## src/rtl/mem_port_arbiter.sv

```systemverilog
// Shares one memory port between instruction fetch (IF) and load/store (LS).
// It allows one transaction in flight and bounds how long LS can starve IF.
//   state   | meaning
//   IDLE    | no transaction; arbitrate and grant combinationally
//   REQ     | request presented on the bus, waiting for mem_gnt_i
//   RESP    | bus accepted, waiting for mem_rvalid_i
module mem_port_arbiter #(
  parameter int XLEN          = 64,
  parameter int MAX_LS_STREAK = 4
) (
  input  logic                clk,
  input  logic                rst,
  input  logic                if_req_i,
  input  logic [XLEN-1:0]     if_addr_i,
  output logic                if_gnt_o,
  output logic                if_rvalid_o,
  output logic [XLEN-1:0]     if_rdata_o,
  input  logic                ls_req_i,
  input  logic                ls_we_i,
  input  logic [XLEN-1:0]     ls_addr_i,
  input  logic [XLEN-1:0]     ls_wdata_i,
  input  logic [XLEN/8-1:0]   ls_be_i,
  output logic                ls_gnt_o,
  output logic                ls_rvalid_o,
  output logic [XLEN-1:0]     ls_rdata_o,
  output logic                mem_req_o,
  output logic                mem_we_o,
  output logic [XLEN-1:0]     mem_addr_o,
  output logic [XLEN-1:0]     mem_wdata_o,
  output logic [XLEN/8-1:0]   mem_be_o,
  input  logic                mem_gnt_i,
  input  logic                mem_rvalid_i,
  input  logic [XLEN-1:0]     mem_rdata_i,
  output logic                busy_o
);

  localparam int BEW = XLEN / 8;
  localparam logic [3:0] STREAK_MAX = 4'(MAX_LS_STREAK);

  typedef enum logic [1:0] {ST_IDLE, ST_REQ, ST_RESP} state_t;

  state_t            state_q, state_d;
  logic [3:0]        streak_q, streak_d;
  logic              owner_ls_q, owner_ls_d;
  logic              owner_we_q, owner_we_d;
  logic              mem_req_q, mem_req_d;
  logic              mem_we_q, mem_we_d;
  logic [XLEN-1:0]   mem_addr_q, mem_addr_d;
  logic [XLEN-1:0]   mem_wdata_q, mem_wdata_d;
  logic [BEW-1:0]    mem_be_q, mem_be_d;
  logic              if_rvalid_q, if_rvalid_d;
  logic              ls_rvalid_q, ls_rvalid_d;
  logic [XLEN-1:0]   if_rdata_q, if_rdata_d;
  logic [XLEN-1:0]   ls_rdata_q, ls_rdata_d;
  logic              grant_if, grant_ls;

  always_ff @(posedge clk) begin
    if (rst) begin
      state_q     <= ST_IDLE;
      streak_q    <= '0;
      owner_ls_q  <= 1'b0;
      owner_we_q  <= 1'b0;
      mem_req_q   <= 1'b0;
      mem_we_q    <= 1'b0;
      mem_addr_q  <= '0;
      mem_wdata_q <= '0;
      mem_be_q    <= '0;
      if_rvalid_q <= 1'b0;
      ls_rvalid_q <= 1'b0;
      if_rdata_q  <= '0;
      ls_rdata_q  <= '0;
    end else begin
      state_q     <= state_d;
      streak_q    <= streak_d;
      owner_ls_q  <= owner_ls_d;
      owner_we_q  <= owner_we_d;
      mem_req_q   <= mem_req_d;
      mem_we_q    <= mem_we_d;
      mem_addr_q  <= mem_addr_d;
      mem_wdata_q <= mem_wdata_d;
      mem_be_q    <= mem_be_d;
      if_rvalid_q <= if_rvalid_d;
      ls_rvalid_q <= ls_rvalid_d;
      if_rdata_q  <= if_rdata_d;
      ls_rdata_q  <= ls_rdata_d;
    end
  end

  always_comb begin
    state_d = state_q;
    unique case (state_q)
      ST_IDLE: if (grant_if || grant_ls) state_d = ST_REQ;
      ST_REQ:  if (mem_gnt_i) state_d = ST_RESP;
      ST_RESP: if (mem_rvalid_i) state_d = ST_IDLE;
      default: state_d = ST_IDLE;
    endcase
  end

  // Grants are suppressed during reset so nobody believes a request was taken.
  always_comb begin
    grant_if = 1'b0;
    grant_ls = 1'b0;
    if (!rst && state_q == ST_IDLE) begin
      if (if_req_i && ls_req_i) begin
        if (streak_q == STREAK_MAX) grant_if = 1'b1;
        else                        grant_ls = 1'b1;
      end else begin
        grant_if = if_req_i;
        grant_ls = ls_req_i;
      end
    end
  end

  always_comb begin
    streak_d    = streak_q;
    owner_ls_d  = owner_ls_q;
    owner_we_d  = owner_we_q;
    mem_req_d   = mem_req_q;
    mem_we_d    = mem_we_q;
    mem_addr_d  = mem_addr_q;
    mem_wdata_d = mem_wdata_q;
    mem_be_d    = mem_be_q;
    if_rvalid_d = 1'b0;
    ls_rvalid_d = 1'b0;
    if_rdata_d  = if_rdata_q;
    ls_rdata_d  = ls_rdata_q;
    unique case (state_q)
      ST_IDLE: begin
        if (grant_ls) begin
          owner_ls_d  = 1'b1;
          owner_we_d  = ls_we_i;
          mem_req_d   = 1'b1;
          mem_we_d    = ls_we_i;
          mem_addr_d  = ls_addr_i;
          mem_wdata_d = ls_wdata_i;
          mem_be_d    = ls_be_i;
        end else if (grant_if) begin
          owner_ls_d  = 1'b0;
          owner_we_d  = 1'b0;
          mem_req_d   = 1'b1;
          mem_we_d    = 1'b0;
          mem_addr_d  = if_addr_i;
          mem_wdata_d = '0;
          mem_be_d    = '1;
        end
        // Saturates at the limit; at the limit IF wins, so LS cannot push it further.
        if (!if_req_i || grant_if)
          streak_d = '0;
        else if (grant_ls && streak_q != STREAK_MAX)
          streak_d = streak_q + 4'd1;
      end
      ST_REQ: begin
        if (mem_gnt_i) begin
          mem_req_d = 1'b0;
          mem_we_d  = 1'b0;
        end
      end
      ST_RESP: begin
        if (mem_rvalid_i) begin
          if (owner_ls_q) begin
            ls_rvalid_d = 1'b1;
            ls_rdata_d  = owner_we_q ? '0 : mem_rdata_i;
          end else begin
            if_rvalid_d = 1'b1;
            if_rdata_d  = mem_rdata_i;
          end
        end
      end
      default: ;
    endcase
  end

  always_comb begin
    if_gnt_o    = grant_if;
    ls_gnt_o    = grant_ls;
    busy_o      = (state_q != ST_IDLE);
    mem_req_o   = mem_req_q;
    mem_we_o    = mem_we_q;
    mem_addr_o  = mem_addr_q;
    mem_wdata_o = mem_wdata_q;
    mem_be_o    = mem_be_q;
    if_rvalid_o = if_rvalid_q;
    ls_rvalid_o = ls_rvalid_q;
    if_rdata_o  = if_rdata_q;
    ls_rdata_o  = ls_rdata_q;
  end

endmodule

```

## config.mk

```make
export PLATFORM = sky130hd
export DESIGN_NAME = mem_port_arbiter
export DESIGN_NICKNAME = d
export VERILOG_FILES = /design/src/rtl/mem_port_arbiter.sv
export SDC_FILE = /design/constraint.sdc
export NUM_CORES = 1
export LEC_CHECK = 0
export CAP_MARGIN = 20
export CORE_AREA = 2 2 211 213
export CTS_CLUSTER_SIZE = 30
export DETAILED_ROUTE_END_ITERATION = 7
export DIE_AREA = 0 0 213 215
export SYNTH_ARGS = -nofsm -noshare
export SYNTH_HDL_FRONTEND = slang
export SYNTH_SLANG_ARGS = --single-unit
```

## constraint.sdc

```tcl
create_clock -name clk -period 2.4 [get_ports clk]
set_clock_uncertainty 0.05 [all_clocks]
set_input_delay 0.6 -clock clk [delete_from_list [all_inputs] [get_ports clk]]
set_output_delay 0.6 -clock clk [all_outputs]
set_load 0.02 [all_outputs]
```

==> metrics.md <==
| Metric | Value |
|---|---|
| # IOs | 542 |
| Final worst setup slack | 0.0606 ns |
| Synthesized netlist cell count | 1237 |
| CP Max Fanout | 2 |
| DR vias/cell | 4.55 |
| Synth unique cells | 34 |
| Design area | 18100 sq um |
| RSZ-0062 raised after global routing | false |
| CTS Root Cell | clkbuf_16 |
| Post-Syn Area | 10700 sq um |
| Cells after DPL | 2308 |
| Post-synth top area cell | dfxtp_1 |
| Worst EP required | 1.75 ns |
| Pre-Repair DR Iteration Count | 5 |
| Reg area | 5530 sq um |
| Worst hold margin | 0.402 ns |
| HP Start | if_rdata_o[19]$_SDFFE_PP0P_ |
| Fin crit period | 2.34 ns |
| Final TNS setup | 0 ns |
| GRT Total Usage | 0.171 |
| DRC violations left | 0 |
| VDD IR max | 0.000428 V |
| Die width | 213 um |
| Max-Cap Viols | 0 |
| Critical Setup Path Class | primary input to primary output |
| Yosys top cell area share | 0.517 |
| CP Capture Type | primary output |
| Hold crit path type | flop to flop |
| Fillers | 4314 |
| Slew @ Worst Pin | 0.769 ns |
| GRT Residual Overflow | 0 |
| Warnings from Yosys | 0 |
| Worst-path clk slew | 0.05 ns |
| Post-DP HPWL | 28.8 mm |
| Initial antenna violation count | 1 |
| Nets@finish | 2027 |
| Die Area | 45800 sq um |
| Post-synthesis register bit count | 276 |
| Critical Path AT | 1.69 ns |
| Final Slew Violations | 0 |
| # H-tree levels | 2 |
| Outcome | complete, no violations |
| Power Density | 682 nW/um^2 |
| # port buffers | 541 |
| Area Growth Syn to Fin | 69.7% |
| Area of the multi-input gates | 4680 sq um |
| First-pass GRT wire length | 61.7 mm |
| Pre-CTS setup slack | -0.567 ns |
| Slew headroom | 0.487 |
| Overall power | 12.4 mW |
| Final GP Congestion | 0.820 |
| Worst skew pair latency | 0.53 ns |
| Worst setup SP type | primary input |
| Syn avg cell area | 8.64 sq um |
| Avg WL per Cell | 17.3 um |
| CTS sink count | 276 |
| Share of cells above drive strength 1 | 0.107 |
| Final Hold Viols | 0 |
| Vias | 10800 |
| Fin util | 0.415 |
| Core area | 43600 sq um |
| CTS Buffer Depth | 3 |
| Top cells by area, synth | dfxtp_1, a21oi_1, a211oi_2 |
| Synthesized net count | 1510 |
| Largest net degree at the start of global routing | 150 |
| # setup viols final | 0 |
| Initial Utilization | 0.245 |
| Number of buffers created by CTS | 35 |
| Final cell count without fillers | 2372 |
| Placed cell area | 16900 sq um |
| Vias in the first global route | 10900 |
| LEAKAGE | 6.46 nW |
| Final ANT Viol Nets | 0 |
| Highest clock rate | 427 MHz |
| Worst r2r src | streak_q[1]$_SDFFE_PP0P_ |
| CTS tree | built |
| FP Rows | 77 |
| Routed wire length | 41.0 mm |
| Sequential fraction of the synthesis area | 0.517 |
| Die height | 215 um |
| Crit. Startpoint | if_req_i |
| Iteration-0 DRC Markers | 650 |
| Final Cycle Share | 0.975 |
flip-flops by register name, summed over array words and instances, names as in the netlist:
register and count:
owner_we_q 1, mem_req_o 1, if_rvalid_o 1, mem_be_o 8
mem_we_o 1, state_q 2, streak_q 4, if_rdata_o 64
ls_rvalid_o 1, mem_wdata_o 64, ls_rdata_o 64, owner_ls_q 1
mem_addr_o 64
kinds of logic (layout without fill, tap and decap cells):
| logic type | Yosys count | count (layout) | synth area share |
|---|---|---|---|
| flops | 276 | 276 | 0.517 |
| compound gates | 343 | 343 | 0.225 |
| fa+ha+maj | 2 | 2 | 0.00234 |
| other cells | 0 | 1 | 0 |
| simple gates | 496 | 496 | 0.204 |
| buf+inv | 120 | 662 | 0.0512 |
cells in the final DEF (no fill, tap or decap), drive strengths merged:
master | netlist | layout
nand2 | 203 | 203
a31oi | 1 | 1
a21oi | 200 | 200
a211oi | 72 | 72
nor2 | 209 | 209
clkdlybuf4s50 | 0 | 537
clkinv | 0 | 5
o21ai | 5 | 5
nand3 | 3 | 3
nor3 | 3 | 3
bufinv | 0 | 3
nor2b | 1 | 1
dfxtp | 276 | 276
nand2b | 2 | 2
and2 | 1 | 1
nand4b | 3 | 3
buf | 44 | 51
or2 | 1 | 1
a22oi | 64 | 64
o31a | 1 | 1
nor3b | 64 | 64
inv | 12 | 13
clkbuf | 64 | 53
nor4 | 1 | 1
ha | 2 | 2
and3 | 2 | 2
nand3b | 3 | 3
diode | 0 | 1
where the power goes:
| group | switching (mW) | internal (mW) | total, mW |
|---|---|---|---|
| combinational | 1.03 | 1.08 | 2.11 |
| clock | 2.02 | 3.30 | 5.32 |
| sequential | 0.126 | 4.80 | 4.93 |
| total | 3.18 | 9.18 | 12.4 |
cell usage after synthesis:
library cell,n
nand2b_1,2
nor2_4,1
and3_1,1
a22oi_1,64
o21ai_0,4
nand3_1,3
a21oi_1,200
and3_2,1
o31a_1,1
inv_1,11
or2_2,1
nor2_1,207
nand3b_1,3
nor4_1,1
buf_1,10
clkbuf_2,1
nor2b_1,1
buf_2,26
dfxtp_1,276
a211oi_1,3
a211oi_2,69
o21ai_1,1
inv_4,1
a31oi_1,1
clkbuf_1,63
nand4b_1,3
nor3_1,2
ha_1,2
and2_1,1
nor3b_1,64
nor3_4,1
nand2_1,203
nor2_2,1
buf_6,8
critical path, stage by stage:
cell and delay [ns]:
clkdlybuf4s50_1 0.50, nand4b_1 0.14, and2_4 0.21, nand2_4 0.08
nor2_4 0.04, buf_6 0.12
final cells by class:
type,instances,area share
multi-input cells,841,0.258
clock buffers,53,0.0571
clock inverters,9,0.00745
inverters,12,0.00262
well taps,592,0.0409
repair buffers,588,0.329
flip-flops and latches,276,0.305
diodes,1,0.000138
final timing paths:
| path | cells after the start | slack, ns | endpoint |
|---|---|---|---|
| setup / recovery | 6 | 0.06 | ls_gnt_o |
| hold / removal | 2 | 0.40 | if_rdata_o[19]$_SDFFE_PP0P_ |
| setup reg to reg | 7 | 0.32 | mem_addr_o[21]$_SDFFE_PP0P_ |
| hold reg to reg | 2 | 0.40 | if_rdata_o[19]$_SDFFE_PP0P_ |
repair_timing:
action,4_1_cts,5_1_grt
resized for setup,22,8
gates cloned,0,0
pin swaps,2,3
hold buffers,0,0
setup endpoints to repair,3,3
buffers inserted,1,0
routing by layer:
layer	vias up	wire length [um]	part of all wire	GRT usage
li1	5251	-	-	-
met1	5076	16200	0.39	0.191
met2	394	19500	0.48	0.292
met3	70	4010	0.098	0.0634
met4	0	1310	0.032	0.0681
met5	-	0	0	0
No activity file was read; power rests on OpenSTA's default activity.
==> RTL edit 1: new RTL, same settings <==
The parameter `XLEN` goes from 64 to 56.
--- a/src/rtl/mem_port_arbiter.sv
+++ b/src/rtl/mem_port_arbiter.sv
@@ -6,5 +6,5 @@
 //   RESP    | bus accepted, waiting for mem_rvalid_i
 module mem_port_arbiter #(
-  parameter int XLEN          = 64,
+  parameter int XLEN          = 56,
   parameter int MAX_LS_STREAK = 4
 ) (
Ports: changed (10 resized); port bits go from 542 to 476. No check against the original RTL was run, so the function may have changed too.
==> RTL edit 1 against the original RTL <==
  * Count of clock-buffer cells in the layout decreased by 10
  * Synthesized area down 12%
  * Cell area decreased by 11%
  * Power down 12%
  * Sequential cell count decreased by 33
  * Combinational power down 13%
  * Highest routed layer unchanged
  * Synthesized cell count down 12%
  * Wire length shrank 16%
  * Non-clock buffer count is 75 lower
  * Core utilization is 4.8 points lower
  * Worst setup slack worse by 0.018 ns
  * Largest cell class unchanged
  * Sequential power decreased by 12%
==> RTL edit 1: results (changes against the original RTL) <==
stage	metric	value	unit	change
power	leakage dissipation	5.666	nW	was 6.457 nW
place	Detailed Place HPWL	23.72	mm	was 28.75 mm
critical_path	CP peak stage delay	0.52	ns	was 0.50 ns
finish	Nets	1781		was 2027
critical_path	reg2reg path depth	10		was 7
critical_path	Critical Path AT	1.71	ns	was 1.69 ns
critical_path	crit path launch	ls_req_i		was if_req_i
critical_path	reg2reg setup slack	0.39	ns	was 0.32 ns
global_route	GRT Util Overall	14.54	%	was 17.09%
logic_synthesis	Synth Area in Compound Gates	22.46	%	was 22.53%
global_route	first-pass GRT wire length	53.31	mm	was 61.72 mm
critical_path	reg2reg end	mem_addr_o[48]$_SDFFE_PP0P_		was mem_addr_o[21]$_SDFFE_PP0P_
global_route	GRT met2 Usage	25.41	%	was 29.22%
route	vias per inst	4.343		was 4.549
power	VDD IR max	0.0004870	V	was 0.0004279 V
place	routability cong.	0.8275		was 0.8198
timing	Worst slew margin	34.36	%	was 48.72%
place	IO Port Bufs	475		was 541
clock_tree	worst skew pair latency	0.58	ns	was 0.53 ns
power	Int Pwr	8.076	mW	was 9.179 mW
outcome	status	finished clean		unchanged
clock_tree	CTS HTree Levels	1		was 2
logic_synthesis	post-synth cell types	33		was 34
place	setup slack after placement	-0.1430	ns	was -0.5673 ns
logic_synthesis	largest cells by area after synthesis	dfxtp_1 52%, a21oi_1 9.3%, a211oi_2 8.0%		was dfxtp_1 52%, a21oi_1 9.4%, a211oi_2 8.1%
global_route	GR Util met3	4.296	%	was 6.342%
timing	hold_ws	0.4014	ns	was 0.4020 ns
[RTL edit 1: area by class of cell]
cell class                 instances  area [um2]
fill                            4444       27590
timing repair buffer             513        5231
sequential                       243        4868
multi-input combinational        743        4129
clock buffer                      43       859.6
tap                              592       740.7
clock inverter                    11       181.4
inverter                          10       40.04
antenna                            1       2.502
[RTL edit 1: how the worst max path moves through the flow]
stage,depth (start not counted),slack (ns),end
3_5_place_dp,7,-0.14,ls_gnt_o
4_1_cts,7,-0.006,ls_gnt_o
6_report,6,0.04,ls_gnt_o
2_1_floorplan,4,0.18,ls_gnt_o
3_3_place_gp,7,-0.15,ls_gnt_o
5_1_grt,7,-0.03,ls_gnt_o
[RTL edit 1: what timing repair did]
item                       4_1_cts  5_1_grt
pin swaps                        4        2
gates resized for setup         18        1
setup endpoints to repair        3        2
hold buffers                     0        0
buffers inserted                 5        2
[RTL edit 1: layer usage]
metal	wire, um	vias up	part of all wire, %
li1	-	4623	-
met1	14130	4364	41
met2	16530	319	48
met3	2758	57	8.0
met4	1078	0	3.1
met5	0	-	0
[RTL edit 1: power groups by stage]
stage	Clock, mW	Combinational, mW	Sequential [mW]
5_1_grt	5.08	1.96	4.36
3_3_place_gp	0	1.82	4.42
3_5_place_dp	0	1.83	4.42
4_1_cts	4.93	1.86	4.34
2_1_floorplan	0	0.627	4.62
6_report	4.74	1.83	4.34
[RTL edit 1: cells by family after synthesis]
group	count (synthesis)
compound gates	302
buf+inv	105
flops	243
fa+ha+maj	2
simple gates	439
[RTL edit 1: worst max-delay path, delay by kind of cell]
family                 cells  cell delay [ns]
buffers and inverters      3             0.79
AND/OR/NAND/NOR            3             0.32
==> RTL edit 2: new RTL, same settings <==
Without the edit above. Make the reset (`rst`) asynchronous in one clocked block.
--- a/src/rtl/mem_port_arbiter.sv
+++ b/src/rtl/mem_port_arbiter.sv
@@ -55,5 +55,5 @@
   logic              grant_if, grant_ls;
 
-  always_ff @(posedge clk) begin
+  always_ff @(posedge clk or posedge rst) begin
     if (rst) begin
       state_q     <= ST_IDLE;
Behaviour: differs if rst is asserted again (counterexample within 4 cycles, from zero or initial values and one cycle with rst high); with rst held inactive, the same outputs for 4 cycles.
==> RTL edit 2 against the original RTL <==
  * Wire length increased by 2.8%
  * Hold slack improved by 0.012 ns
  * Worst setup slack got worse by 0.010 ns
  * Critical path depth unchanged
  * Cell area increased by 5.8%
  * Synthesized area increased by 8.2%
  * Via count decreased by 3.5%
  * Sequential cell count unchanged
Power is not compared: it rests on default switching activity, and its combinational part moved more than twofold at a synthesized area within 25%.
==> RTL edit 2: results (changes against the original RTL) <==
stage	metric	value	unit	change
logic_synthesis	post-synthesis mux area share	6.323	%	was 0%
clock_tree	CTS Buffer Depth	3		unchanged
route	drt first-iter violations	538		was 650
logic_synthesis	Seq/Total Area, Yosys	59.77	%	was 51.72%
route	vias per inst	4.781		was 4.549
global_route	vias in the first global route	10906		was 10904
clock_tree	Inserted Clock Buffers	31		was 35
critical_path	reg2reg setup slack	0.11	ns	was 0.32 ns
global_route	met1 usage	21.39	%	was 19.08%
finish	Nets	1834		was 2027
route	met1 wire length	16.36	mm	was 16.16 mm
clock_tree	CTS HTree Levels	1		was 2
finish	share of cells above drive strength 1	13.27	%	was 10.74%
critical_path	Critical Path AT	1.70	ns	
place	cell count after placement	2112		was 2308
critical_path	CP peak stage delay	0.39	ns	was 0.50 ns
global_route	initial antenna violation count	2		was 1
critical_path	reg2reg end	mem_addr_o[0]$_DFFE_PP0P_		was mem_addr_o[21]$_SDFFE_PP0P_
clock_tree	post-CTS sizing	25		was 22
global_route	largest net degree at the start of global routing	69		was 150
route	post-DR wirelength/cell	19.33	um	was 17.27 um
global_route	GRT met2 Usage	30.04	%	was 29.22%
place	Detailed Place HPWL	30.59	mm	was 28.75 mm
worst_hold_path	Hold Path Class	in2reg		was reg2reg
worst_hold_path	Hold Path Origin	ls_req_i		was if_rdata_o[19]$_SDFFE_PP0P_
route	routed length on met2	20.43	mm	was 19.49 mm
logic_synthesis	post-synth cell types	39		was 34
logic_synthesis	Async SR Flop Fraction	100.0	%	was 0%
global_route	GRT Util Overall	17.89	%	was 17.09%
outcome	status	finished clean		unchanged
logic_synthesis	Avg Cell Area, Syn	11.48	um2	was 8.636 um2
critical_path	crit path launch	streak_q[1]$_DFFE_PP0P_		was if_req_i
critical_path	Slowest-stage cell, CP	dfrtp_1		was clkdlybuf4s50_1
clock_tree	Post-CTS Repair Setup Buffers	6		was 1
global_route	first-pass GRT wire length	64.72	mm	was 61.72 mm
logic_synthesis	Synth Area in Compound Gates	19.42	%	was 22.53%
worst_hold_path	Hold Path Cell Cnt	3		was 2
clock_tree	worst skew pair latency	0.57	ns	was 0.53 ns
critical_path	CP endpoint	if_gnt_o		was ls_gnt_o
place	setup slack after placement	-0.5157	ns	was -0.5673 ns
timing	hold_ws	0.4142	ns	was 0.4020 ns
place	routability cong.	0.8136		was 0.8198
critical_path	Crit Path Max Fanout	3		was 2
timing	worst slew pin tran	0.7593	ns	was 0.7693 ns
route	Post-Route WL	42.11	mm	was 40.98 mm
critical_path	delay-heaviest family, CP	flip-flops		was buffers and inverters
timing	post-route setup TNS	0	ns	unchanged
route	met3 wire len	3.878	mm	was 4.011 mm
critical_path	reg2reg path depth	12		was 7
global_route	GR Util met3	5.480	%	was 6.342%
logic_synthesis	commonest cells in the synthesized netlist	276 x dfrtp_1, 72 x nand2_1, 68 x o21ai_0, 66 x nand2b_1		was 276 x dfxtp_1, 207 x nor2_1, 203 x nand2_1, 200 x a21oi_1, 69 x a211oi_2
logic_synthesis	post-synthesis adder-cell area fraction	0.2165	%	was 0.2342%
RTL edit 2: cell types whose count changed after synthesis, moves of 63 or more:
cell / before / now
a211oi_2: 69 / 0
a21oi_1: 200 / 65
a22o_1: 0 / 65
a22oi_1: 64 / 0
a31oi_1: 1 / 64
dfrtp_1: 0 / 276
dfxtp_1: 276 / 0
nand2_1: 203 / 72
nand2b_1: 2 / 66
nor2_1: 207 / 1
nor3b_1: 64 / 0
o21ai_0: 4 / 68
o31ai_1: 0 / 65
RTL edit 2: cell type report:
class	instances	area [um2]	share of cell area, %
flip-flops and latches	276	6909	36.03
repair buffers	620	6332	33.02
multi-input cells	626	4168	21.73
clock buffers	47	895.9	4.671
well taps	592	740.7	3.862
clock inverters	8	96.34	0.5023
inverters	6	28.78	0.1501
diodes	3	7.507	0.03914
RTL edit 2: logic make-up after synthesis:
| family | after synthesis |
|---|---|
| muxes | 65 |
| DFF | 276 |
| and+or+nand+nor | 218 |
| adders and majority gates | 2 |
| AOI/OAI and AO/OA | 341 |
| buffers and inverters | 105 |
